[config.mk]
export PLATFORM = sky130hd
export DESIGN_NAME = usb_ahb_slave_mc
export DESIGN_NICKNAME = d
export VERILOG_FILES = /design/src/rtl/usb_ahb_pkg.sv /design/src/rtl/usb_ep_regs.sv /design/src/rtl/usb_ahb_slave_mc.sv
export SDC_FILE = /design/constraint.sdc
export NUM_CORES = 1
export LEC_CHECK = 0
export ABC_CLOCK_PERIOD_IN_PS = 2450
export BUFFER_PORTS_ARGS = -buffer_cell sky130_fd_sc_hd__buf_2
export CAP_MARGIN = 5
export CORE_UTILIZATION = 45
export DETAILED_ROUTE_END_ITERATION = 8
export PLACE_DENSITY = 0.82
export SLEW_MARGIN = 20
export SYNTH_ARGS = -nofsm -noshare
export SYNTH_HDL_FRONTEND = slang
export SYNTH_SLANG_ARGS = --single-unit
[constraint.sdc]
create_clock -name clk -period 2.45 [get_ports clk]
set_clock_uncertainty 0.2 [all_clocks]
set_input_delay 0.49 -clock clk [delete_from_list [all_inputs] [get_ports clk]]
set_output_delay 0.49 -clock clk [all_outputs]
set_load 0.01 [all_outputs]
[src/rtl/usb_ahb_pkg.sv]
// Shared constants for the USB endpoint AHB-Lite slave: register offsets,
// bus FSM states, status/error bit positions and the byte-lane helper.
package usb_ahb_pkg;

    localparam logic [3:0] OFF_FIFO   = 4'h0;
    localparam logic [3:0] OFF_STATUS = 4'h4;
    localparam logic [3:0] OFF_ERROR  = 4'h6;
    localparam logic [3:0] OFF_OCC    = 4'h8;
    localparam logic [3:0] OFF_TXSIZE = 4'hC;
    localparam logic [3:0] OFF_IRQEN  = 4'hE;

    localparam int unsigned ST_RX_READY  = 0;
    localparam int unsigned ST_RX_ACTIVE = 1;
    localparam int unsigned ST_TX_ACTIVE = 2;
    localparam int unsigned ST_TX_DONE   = 8;
    localparam int unsigned ER_RX        = 0;
    localparam int unsigned ER_TX        = 8;

    typedef enum logic [2:0] {
        IDLE,
        WRITE,
        RD_WAIT,
        RD_DATA,
        ERR1,
        ERR2
    } ahb_state_t;

    // Byte lanes touched by an access; all-zero marks a misaligned or illegal size.
    function automatic logic [3:0] byte_mask(input logic [1:0] size, input logic [1:0] addr);
        logic [3:0] m;
        m = '0;
        case (size)
            2'd0: m = 4'b0001 << addr;
            2'd1: if (!addr[0]) m = addr[1] ? 4'b1100 : 4'b0011;
            2'd2: if (addr == 2'b00) m = 4'b1111;
            default: m = '0;
        endcase
        return m;
    endfunction

endpackage

[src/rtl/usb_ep_regs.sv]
// Per-endpoint register state: sticky status/error bits, tx packet size,
// interrupt enable, buffer reservation and the endpoint's interrupt term.
module usb_ep_regs
    import usb_ahb_pkg::*;
#(
    parameter int OCC_W = 7
) (
    input  logic             clk,
    input  logic             rst_n,
    input  logic             rx_ready,
    input  logic             rx_active,
    input  logic             tx_active,
    input  logic             rx_error,
    input  logic             tx_error,
    input  logic [OCC_W-1:0] occupancy,
    input  logic             status_clr,
    input  logic [1:0]       err_clr,
    input  logic             size_we,
    input  logic [7:0]       size_wdata,
    input  logic             irq_en_we,
    input  logic [7:0]       irq_en_wdata,
    output logic [15:0]      status,
    output logic [15:0]      error,
    output logic [7:0]       tx_size,
    output logic [7:0]       irq_en,
    output logic             reserved,
    output logic             irq
);

    logic tx_active_q, rx_ready_q, tx_done, rx_err, tx_err;
    logic res_set, res_clr;

    assign res_set = (size_we && size_wdata != 8'h00) || (rx_ready && !rx_ready_q);
    assign res_clr = (occupancy == '0) && !rx_active && !tx_active;

    // Every sticky bit gives priority to its set source over the clear.
    always_ff @(posedge clk or negedge rst_n) begin
        if (!rst_n) begin
            tx_active_q <= 1'b0;
            rx_ready_q  <= 1'b0;
            tx_done     <= 1'b0;
            rx_err      <= 1'b0;
            tx_err      <= 1'b0;
            tx_size     <= '0;
            irq_en      <= '0;
            reserved    <= 1'b0;
        end else begin
            tx_active_q <= tx_active;
            rx_ready_q  <= rx_ready;
            if (tx_active_q && !tx_active) tx_done <= 1'b1;
            else if (status_clr)           tx_done <= 1'b0;
            if (rx_error)        rx_err <= 1'b1;
            else if (err_clr[0]) rx_err <= 1'b0;
            if (tx_error)        tx_err <= 1'b1;
            else if (err_clr[1]) tx_err <= 1'b0;
            if (size_we)   tx_size <= size_wdata;
            if (irq_en_we) irq_en  <= irq_en_wdata;
            if (res_set)      reserved <= 1'b1;
            else if (res_clr) reserved <= 1'b0;
        end
    end

    always_comb begin
        status               = '0;
        status[ST_RX_READY]  = rx_ready;
        status[ST_RX_ACTIVE] = rx_active;
        status[ST_TX_ACTIVE] = tx_active;
        status[ST_TX_DONE]   = tx_done;
        error                = '0;
        error[ER_RX]         = rx_err;
        error[ER_TX]         = tx_err;
    end

    assign irq = |((status[7:0] | {6'b0, error[ER_TX], error[ER_RX]}) & irq_en);

endmodule

[src/rtl/usb_ahb_slave_mc.sv]
// AHB-Lite slave exposing NUM_EP USB endpoint channels: FIFO data port,
// status/error/occupancy registers, tx size and interrupt enable per endpoint.
module usb_ahb_slave_mc
    import usb_ahb_pkg::*;
#(
    parameter int NUM_EP = 2,
    parameter int OCC_W  = 7
) (
    input  logic                    clk,
    input  logic                    nRst,
    input  logic                    hsel,
    input  logic [7:0]              haddr,
    input  logic [1:0]              htrans,
    input  logic [1:0]              hsize,
    input  logic                    hwrite,
    input  logic [31:0]             hwdata,
    output logic [31:0]             hrdata,
    output logic                    hready,
    output logic                    hresp,
    input  logic [NUM_EP-1:0]       rxDataReady,
    input  logic [NUM_EP-1:0]       rxTransferActive,
    input  logic [NUM_EP-1:0]       txTransferActive,
    input  logic [NUM_EP-1:0]       rxError,
    input  logic [NUM_EP-1:0]       txError,
    input  logic [NUM_EP*OCC_W-1:0] bufferOccupancy,
    input  logic [NUM_EP*32-1:0]    rxData,
    output logic [NUM_EP-1:0]       getRxData,
    output logic [NUM_EP-1:0]       storeTxData,
    output logic [31:0]             txData,
    output logic [1:0]              dataSize,
    output logic [NUM_EP-1:0]       bufferReserved,
    output logic [NUM_EP*8-1:0]     txPacketDataSize,
    output logic                    irq
);

    ahb_state_t state, state_nx;
    logic [1:0] ep_q, word_q, size_q;
    logic [3:0] mask_q, mask_a, rdy4, act4;
    logic       take, fifo_a, bad_a, is_fifo_wr;
    logic [31:0] reg_word, lane_mask;

    logic [15:0] st_a [4];
    logic [15:0] er_a [4];
    logic [7:0]  sz_a [4];
    logic [7:0]  en_a [4];
    logic [31:0] occ_a [4];
    logic [31:0] rx_a [4];
    logic [3:0]  irq_v;
    logic        unused_ok;

    assign unused_ok = ^{haddr[7:6], htrans[0]};
    assign rdy4      = 4'(rxDataReady);
    assign act4      = 4'(rxTransferActive);

    assign hready = !(state == RD_WAIT || state == ERR1);
    assign hresp  = (state == ERR1 || state == ERR2);
    assign take   = hready && hsel && htrans[1];

    // All legality checks happen in the address phase so the data phase
    // never issues a strobe for a transfer that is going to error.
    assign mask_a = byte_mask(hsize, haddr[1:0]);
    assign fifo_a = haddr[3:2] == OFF_FIFO[3:2];
    always_comb begin
        bad_a = ({1'b0, haddr[5:4]} >= 3'(NUM_EP)) || (mask_a == '0) ||
                (fifo_a && haddr[1:0] != 2'b00);
        if (hwrite)
            bad_a = bad_a || (fifo_a && act4[haddr[5:4]]) ||
                    (haddr[3:2] == OFF_OCC[3:2]) ||
                    (haddr[3:2] == OFF_STATUS[3:2] && |mask_a[1:0]);
        else
            bad_a = bad_a || (fifo_a && !rdy4[haddr[5:4]]);
    end

    always_ff @(posedge clk or negedge nRst) begin
        if (!nRst) begin
            state  <= IDLE;
            ep_q   <= '0;
            word_q <= '0;
            size_q <= '0;
            mask_q <= '0;
        end else begin
            state <= state_nx;
            if (take) begin
                ep_q   <= haddr[5:4];
                word_q <= haddr[3:2];
                size_q <= hsize;
                mask_q <= mask_a;
            end
        end
    end

    always_comb begin
        state_nx = state;
        case (state)
            RD_WAIT: state_nx = RD_DATA;
            ERR1:    state_nx = ERR2;
            default: state_nx = IDLE;
        endcase
        if (take) begin
            if (bad_a)       state_nx = ERR1;
            else if (hwrite) state_nx = WRITE;
            else if (fifo_a) state_nx = RD_WAIT;
            else             state_nx = RD_DATA;
        end
    end

    assign is_fifo_wr = (state == WRITE) && (word_q == OFF_FIFO[3:2]);

    always_comb begin
        getRxData   = '0;
        storeTxData = '0;
        for (int unsigned i = 0; i < NUM_EP; i++) begin
            getRxData[i]   = (state == RD_WAIT) && (32'(ep_q) == i);
            storeTxData[i] = is_fifo_wr && (32'(ep_q) == i);
        end
        txData   = is_fifo_wr ? hwdata : '0;
        dataSize = is_fifo_wr ? size_q : '0;
    end

    always_comb begin
        lane_mask = {{8{mask_q[3]}}, {8{mask_q[2]}}, {8{mask_q[1]}}, {8{mask_q[0]}}};
        case (word_q)
            OFF_STATUS[3:2]: reg_word = {er_a[ep_q], st_a[ep_q]};
            OFF_OCC[3:2]:    reg_word = occ_a[ep_q];
            OFF_TXSIZE[3:2]: reg_word = {8'h00, en_a[ep_q], 8'h00, sz_a[ep_q]};
            default:         reg_word = rx_a[ep_q];
        endcase
        hrdata = (state == RD_DATA) ? (reg_word & lane_mask) : '0;
    end

    for (genvar g = 0; g < 4; g++) begin : g_ep
        if (g < NUM_EP) begin : g_on
            logic sel_wr, sel_rd;
            assign sel_wr = (state == WRITE) && (ep_q == 2'(g));
            assign sel_rd = (state == RD_DATA) && (ep_q == 2'(g));
            assign rx_a[g]  = rxData[g*32 +: 32];
            assign occ_a[g] = 32'(bufferOccupancy[g*OCC_W +: OCC_W]);

            usb_ep_regs #(.OCC_W(OCC_W)) u_ep (
                .clk          (clk),
                .rst_n        (nRst),
                .rx_ready     (rxDataReady[g]),
                .rx_active    (rxTransferActive[g]),
                .tx_active    (txTransferActive[g]),
                .rx_error     (rxError[g]),
                .tx_error     (txError[g]),
                .occupancy    (bufferOccupancy[g*OCC_W +: OCC_W]),
                .status_clr   (sel_rd && word_q == OFF_STATUS[3:2] && |mask_q[1:0]),
                .err_clr      ({sel_wr && word_q == OFF_ERROR[3:2] && mask_q[3] && hwdata[24],
                                sel_wr && word_q == OFF_ERROR[3:2] && mask_q[2] && hwdata[16]}),
                .size_we      (sel_wr && word_q == OFF_TXSIZE[3:2] && mask_q[0]),
                .size_wdata   (hwdata[7:0]),
                .irq_en_we    (sel_wr && word_q == OFF_IRQEN[3:2] && mask_q[2]),
                .irq_en_wdata (hwdata[23:16]),
                .status       (st_a[g]),
                .error        (er_a[g]),
                .tx_size      (sz_a[g]),
                .irq_en       (en_a[g]),
                .reserved     (bufferReserved[g]),
                .irq          (irq_v[g])
            );
            assign txPacketDataSize[g*8 +: 8] = sz_a[g];
        end else begin : g_off
            assign st_a[g]  = '0;
            assign er_a[g]  = '0;
            assign sz_a[g]  = '0;
            assign en_a[g]  = '0;
            assign occ_a[g] = '0;
            assign rx_a[g]  = '0;
            assign irq_v[g] = 1'b0;
        end
    end

    assign irq = |irq_v;

endmodule

### Yosys cells after proc, flatten, opt, wreduce, memory -nomap -nowiden

Cells that the tools add are included.

| storage, ports and cells | value |
|---|---|
| output and inout bits | 91 |
| word-level logic and storage cells | 180 |
| bits of input ports | 136 |
| register bits after elaboration | 57 |

| operators by class | value |
|---|---|
| muxes and demuxes | 52 |
| shifts and indexed selects | 1 |
| bitwise gates (word level) | 6 |
| $lt $le $gt $ge | 3 |
| reduce and logical (&&, ||, !) cells | 84 |
| equality and inequality tests | 13 |

Operators with widths:

| kind | number |
|---|---|
| 32-bit two-way mux | 6 |
| 32-bit binary-select mux with 2-bit select | 2 |
| 32-bit case mux with 3 select lines | 1 |
| 16-bit binary-select mux with 2-bit select | 2 |
| 16-bit two-way mux | 4 |
| 1-bit logical AND | 45 |
| 32-bit bitwise AND | 1 |
| 8-bit binary-select mux with 2-bit select | 2 |
| 8-bit two-way mux | 4 |
| 1-bit two-way mux | 20 |
| 2-bit nonzero test | 9 |
| 8-bit bitwise AND | 2 |
| 16-bit OR reduction | 1 |
| 7-bit logical NOT | 2 |
| 4-bit two-way mux | 3 |
| 4-bit case mux with 3 select lines | 1 |
| 2-bit logical NOT | 5 |
| 1-bit logical OR | 10 |
| 2-bit by 1-bit == test with 1-bit output (second input constant) | 4 |
| 2-bit == test (second input constant) | 4 |
| 1-bit logical NOT | 8 |
| 8-bit nonzero test | 1 |
| 3-bit by 2-bit == test with 1-bit output (second input constant) | 2 |
| 3-bit == test (second input constant) | 2 |
| 13 further kinds | 18 |

### Depth between registers and ports, before layout

| depth | value |
|---|---|
| word-level depth | 12 |
| mapped depth | 7 |
| gate-level depth less buffers | 4 |

### Hierarchy

A second synthesis with hierarchy kept.

| unflattened totals | value |
|---|---|
| cells, all modules | 516 |
| area, all modules | 4680.7 µm² |

Modules (own cells, without submodules):

| module | instances | cells an instance | area each (µm²) | sequential area each (µm²) |
|---|---|---|---|---|
| usb_ahb_slave_mc | 1 | 330 | 2483.6 | 325.3 |
| usb_ep_regs | 2 | 93 | 1098.6 | 550.5 |

### Worst setup path after synthesis

Ideal clock, no wire load.

| path | value |
|---|---|
| path kind | register to output |
| start | register word_q[0] |
| end | output hrdata[5] |
| required time | 1.760 ns |
| setup slack | 0.191 ns |
| arrival | 1.569 ns |
| stages on the path, launching flop included | 8 |
| path buffers | 3 |
| cell sequence | dfrtp_1 > clkbuf_1 > or3_1 > clkbuf_1 > clkbuf_1 > o22ai_1 > a21oi_1 > nor2_1 |

| between the ends | value |
|---|---|
| word-level cells in the longest chain between the ends | 4 |
| elaborated cells on any way between the ends | 6 |
| classes of those cells | 3 x eq/ne; 2 x mux; 1 x bitwise |

Ends and longest elaborated chain:

| element | RTL line | text |
|---|---|---|
| start, declared | usb_ahb_slave_mc.sv:37 | `logic [1:0] ep_q, word_q, size_q;` |
| start signal, assigned | usb_ahb_slave_mc.sv:85 | `word_q <= haddr[3:2];` |
| 2-bit == test / 2-bit by 1-bit == test with 1-bit output (equally long branches) | usb_ahb_slave_mc.sv:122 | `case (word_q)` |
| 32-bit case mux with 3 select lines (*) | usb_ahb_slave_mc.sv:122 |  |
| 32-bit bitwise AND (*) | usb_ahb_slave_mc.sv:128 | `hrdata = (state == RD_DATA) ? (reg_word & lane_mask) : '0;` |
| 32-bit two-way mux (*) | usb_ahb_slave_mc.sv:128 |  |
| end, declared | usb_ahb_slave_mc.sv:17 | `output logic [31:0] hrdata,` |

Mark *: on every way between the ends. The rest lies on a longest branch, timed or not.

### Final worst setup path

| path | value |
|---|---|
| start | register ep_q[1] |
| end | output hrdata[2] |

| between the ends | value |
|---|---|
| word-level cells in the longest chain between the ends | 7 |
| elaborated cells on any way between the ends | 16 |
| classes of those cells | 14 x mux; 2 x bitwise |

Ends and longest elaborated chain:

| element | RTL line | text |
|---|---|---|
| start, declared | usb_ahb_slave_mc.sv:37 |  |
| start signal, assigned | usb_ahb_slave_mc.sv:84 | `ep_q <= haddr[5:4];` |
| 2-bit NOT with 3-bit output (implied by the code) (*) | - |  |
| 32-bit binary-select mux with 2-bit select, or another cell as far along | usb_ahb_slave_mc.sv:126 | `default: reg_word = rx_a[ep_q];` |
| 32-bit two-way mux (implied by the code), or another cell as far along (2 in series) | usb_ahb_slave_mc.sv:126 |  |
| 32-bit case mux with 3 select lines (*) | usb_ahb_slave_mc.sv:122 |  |
| 32-bit bitwise AND (*) | usb_ahb_slave_mc.sv:128 |  |
| 32-bit two-way mux (*) | usb_ahb_slave_mc.sv:128 |  |

Mark *: on every way between the ends. The rest lies on a longest branch, timed or not. The select of a mux whose other input is x is not followed.

==> flow_summary.json <==
{
  "drive_gt1_share_pct": 61.7,
  "tns_ns": -6.88,
  "io_pins": 227,
  "synth_area_um2": 3890,
  "cpLargestDelayFamily": "buffers and inverters",
  "synth_edf_count": 0,
  "worstHoldPathType": "in2async",
  "layout.nets": 778,
  "slowest_stage": "dfrtp_2",
  "grtUsageTotal_pct": 31.2,
  "crit_required_ns": 1.76,
  "worst-path-buf-inv": 3,
  "ctsHtreeMaxLevel": 3,
  "drt-vias-per-instance": 5.74,
  "fillers": 545,
  "antenna_left": 0,
  "cp.arrival_ns": 1.94,
  "max_slew_margin_pct": 50.4,
  "start_util_pct": 46.9,
  "ys_ff_latch": 57,
  "path_cells": "buf_4 > nand3b_1 > buf_4 > o22ai_2 > a21oi_1 > nor3_1 > buf_2",
  "synth_area_per_cell_um2": 9.97,
  "outcome": "finished, violations left",
  "antenna_cells": 0,
  "gp_congestion": 0.863,
  "violations": "setup timing",
  "dr.pass1.iters": 5,
  "pwr-share-comb_pct": 55.8,
  "synthDominantCellAreaShare_pct": 36.7,
  "drc_errors": 0,
  "setup_violations": 66,
  "slowest_delay_ns": 0.43,
  "endpoint_kind": "output port",
  "swShare_pct": 37.5,
  "grt_antenna_before_repair": 0,
  "finalWorstSetupSlack_ns": -0.176,
  "fp.dieArea_um2": 9020,
  "root_buffer": "clkbuf_8",
  "overflow": 0,
  "powerDensity_nw_per_um2": 930,
  "dp_hpwl_um": 9540,
  "p_clk_share_pct": 18.8,
  "grt_setup_unrepaired": "true",
  "critPathKind": "reg2out",
  "die_y_um": 95.0,
  "drt_iter0_markers": 178,
  "syn-instance-count": 390,
  "multi_input_area_um2": 2600,
  "power.switching_mw": 2.18,
  "drt-total-wl_um": 15200,
  "finalHoldViolCount": 0,
  "area_growth_pct": 60.8,
  "fp.dieW_um": 95.0,
  "dp_slack_ns": 0.163,
  "p_leak_nw": 3.09,
  "syn-num-nets": 526,
  "cts_buffer_depth": 2,
  "fin_crit_ns": 2.63,
  "path_max_fanout": 6,
  "report.final.slew_viol_count": 0,
  "ys_seq_area_share_pct": 36.7,
  "synth_cell_type_count": 49,
  "final_cells": 752,
  "regArea_um2": 1430,
  "grt_pass1_vias": 4161,
  "vdd_drop_max_v": 0.000594,
  "async_flop_share_pct": 100,
  "io_buffer_count": 223,
  "crit_top_cell": "buf_4",
  "cap_violations": 0,
  "cts.clk_slew.worst_paths_ns": 0.07,
  "synth_area_leaders": "dfrtp_1 (37%), mux2i_1 (15%), mux2_2 (12%), and2_1 (5.5%), nor2_1 (3.5%)",
  "floorplan.rows": 33,
  "synth_area_leader_cell": "dfrtp_1",
  "cts_tree": "done",
  "coreArea_um2": 8300,
  "ys.flop_type": "dfrtp_1",
  "grt_pass1_wl_um": 20800,
  "startpoint_type": "flip-flop",
  "finish.utilization_pct": 75.4,
  "post-route-period-util_pct": 107,
  "pwr-share-seq_pct": 25.4,
  "routedWlPerCell_um": 20.2,
  "fmax_mhz": 381,
  "internal-power_mw": 3.64,
  "num_vias": 4314,
  "cts.hold.buffers_added": 0,
  "grt_max_degree": 58,
  "cts_inserted_buffers": 9,
  "placed_cells": 714,
  "cts_sinks": 57,
  "yosys_warnings": 0,
  "clk_latency_ns": 0.35,
  "worst_slew_pin_slew_ns": 0.742
}
metal layers:
| layer | wire, µm | share of wire, % | global-route usage (%) | vias up |
|---|---|---|---|---|
| met5 | 0 | 0 | 0 | - |
| met4 | 540 | 3.5 | 13.8 | 0 |
| met3 | 1030 | 6.8 | 7.41 | 51 |
| met2 | 8140 | 53 | 54.6 | 221 |
| met1 | 5520 | 36 | 36.1 | 2114 |
| li1 | - | - | - | 1928 |
through the flow:
stage	power (mW)	hold slack, ns	instance area (µm²)
final	5.82	0.0913	6250
after global routing	6.07	0.125	6250
after CTS	5.26	0.112	5780
after detailed placement	3.71	0.287	5200
after global placement	3.64	0.262	5200
after floorplan	2.90	-0.00559	3890
worst register-to-register path, stage by stage (launching register included):
cell and delay (ns):
dfrtp_2 0.43, buf_4 0.17, nor4b_4 0.30, nand2_2 0.10, buf_4 0.17, nor2_2 0.38
mux2_2 0.40
sequential cells by signal, indices dropped and copies added (netlist names):
name	flops
g_ep.g_on.u_ep.irq_en	16
g_ep.g_on.u_ep.tx_size	16
mask_q	4
state	3
ep_q	2
g_ep.g_on.u_ep.reserved	2
g_ep.g_on.u_ep.rx_err	2
g_ep.g_on.u_ep.rx_ready_q	2
g_ep.g_on.u_ep.tx_active_q	2
g_ep.g_on.u_ep.tx_done	2
g_ep.g_on.u_ep.tx_err	2
size_q	2
word_q	2
cells in the mapped netlist, drive strengths merged, types with 2 or more instances:
master / instances
nand2: 10
o22a: 8
o21ai: 18
and3: 3
nor2b: 3
nand4: 5
a21oi: 10
nor3: 8
o31ai: 3
and2: 35
nand2b: 6
mux2: 43
a21o: 2
mux2i: 59
nand3: 5
o21a: 5
a211oi: 2
o22ai: 9
dfrtp: 57
clkbuf: 11
nor4b: 3
o41ai: 4
inv: 8
buf: 13
nor4: 6
nor2: 38
nand3b: 2
cell usage in the layout (no fill, tap or decap), types with 3 or more instances in the layout:
cell type    n
buf_2      190
nand3_1      5
and2_4      34
o22ai_4      3
a21oi_1      5
mux2i_1     52
o22a_1       8
nand4_1      3
nor2_1      33
o22ai_2      3
o21ai_0     15
buf_6       41
buf_8        3
nand2b_1     6
nor2_4       3
buf_4       24
o21ai_1      3
a21oi_2      5
and3_1       3
nor3_1       5
nand2_1      5
o31ai_1      3
mux2i_4      5
inv_1        8
mux2_2      43
clkbuf_8    10
o22ai_1      3
nand2_2      5
o41ai_1      4
bufinv_16    3
o21a_1       5
nor4_1       6
nor2b_1      3
nor3_2       3
dfrtp_1     54
cell families (layout without fill, tap and decap cells):
logic type / Yosys count / after routing / synth area share [%]
simple gates: 127 / 127 / 19.2
mux: 102 / 102 / 27.6
compound gates: 69 / 69 / 12.0
flops: 57 / 57 / 36.7
buf+inv: 32 / 289 / 3.80
xor+xnor: 2 / 2 / 0.451
fa+ha+maj: 1 / 1 / 0.257
final timing paths:
| check | start | end | slack (ns) | cells after the start |
|---|---|---|---|---|
| min in group clk | txError[1] | g_ep[1].g_on.u_ep.tx_err | 0.13 | 2 |
| worst min register to register | g_ep[1].g_on.u_ep.rx_ready_q | g_ep[1].g_on.u_ep.reserved | 0.29 | 1 |
| worst max register to register | ep_q[1] | g_ep[0].g_on.u_ep.irq_en[4] | 0.16 | 6 |
| worst max-delay path | ep_q[1] | hrdata[2] | -0.18 | 7 |
| worst min-delay path | nRst | g_ep[0].g_on.u_ep.tx_done | 0.09 | 2 |
| max in group asynchronous | nRst | ep_q[0] | 1.42 | 2 |
power by group through the flow:
stage / Clock (mW) / Sequential [mW] / Combinational [mW]
3_3_place_gp: 0 / 1.43 / 2.22
5_1_grt: 1.14 / 1.51 / 3.42
2_1_floorplan: 0 / 1.41 / 1.49
6_report: 1.09 / 1.48 / 3.25
3_5_place_dp: 0 / 1.45 / 2.26
4_1_cts: 1.09 / 1.43 / 2.73
cell type report:
type,count,area share (%)
tap,105,2.10
multi-input combinational,301,41.5
inverter,8,0.480
clock buffer,11,2.26
clock inverter,5,1.64
sequential,57,22.9
timing repair buffer,265,29.1
repair_timing:
action | CTS | global route
buffers inserted | 10 | 6
resized for setup | 44 | 91
pin swaps | 17 | 31
endpoints found under the setup margin | 67 | 68
cloned | 5 | 2
No activity file was read; power rests on OpenSTA's default activity.
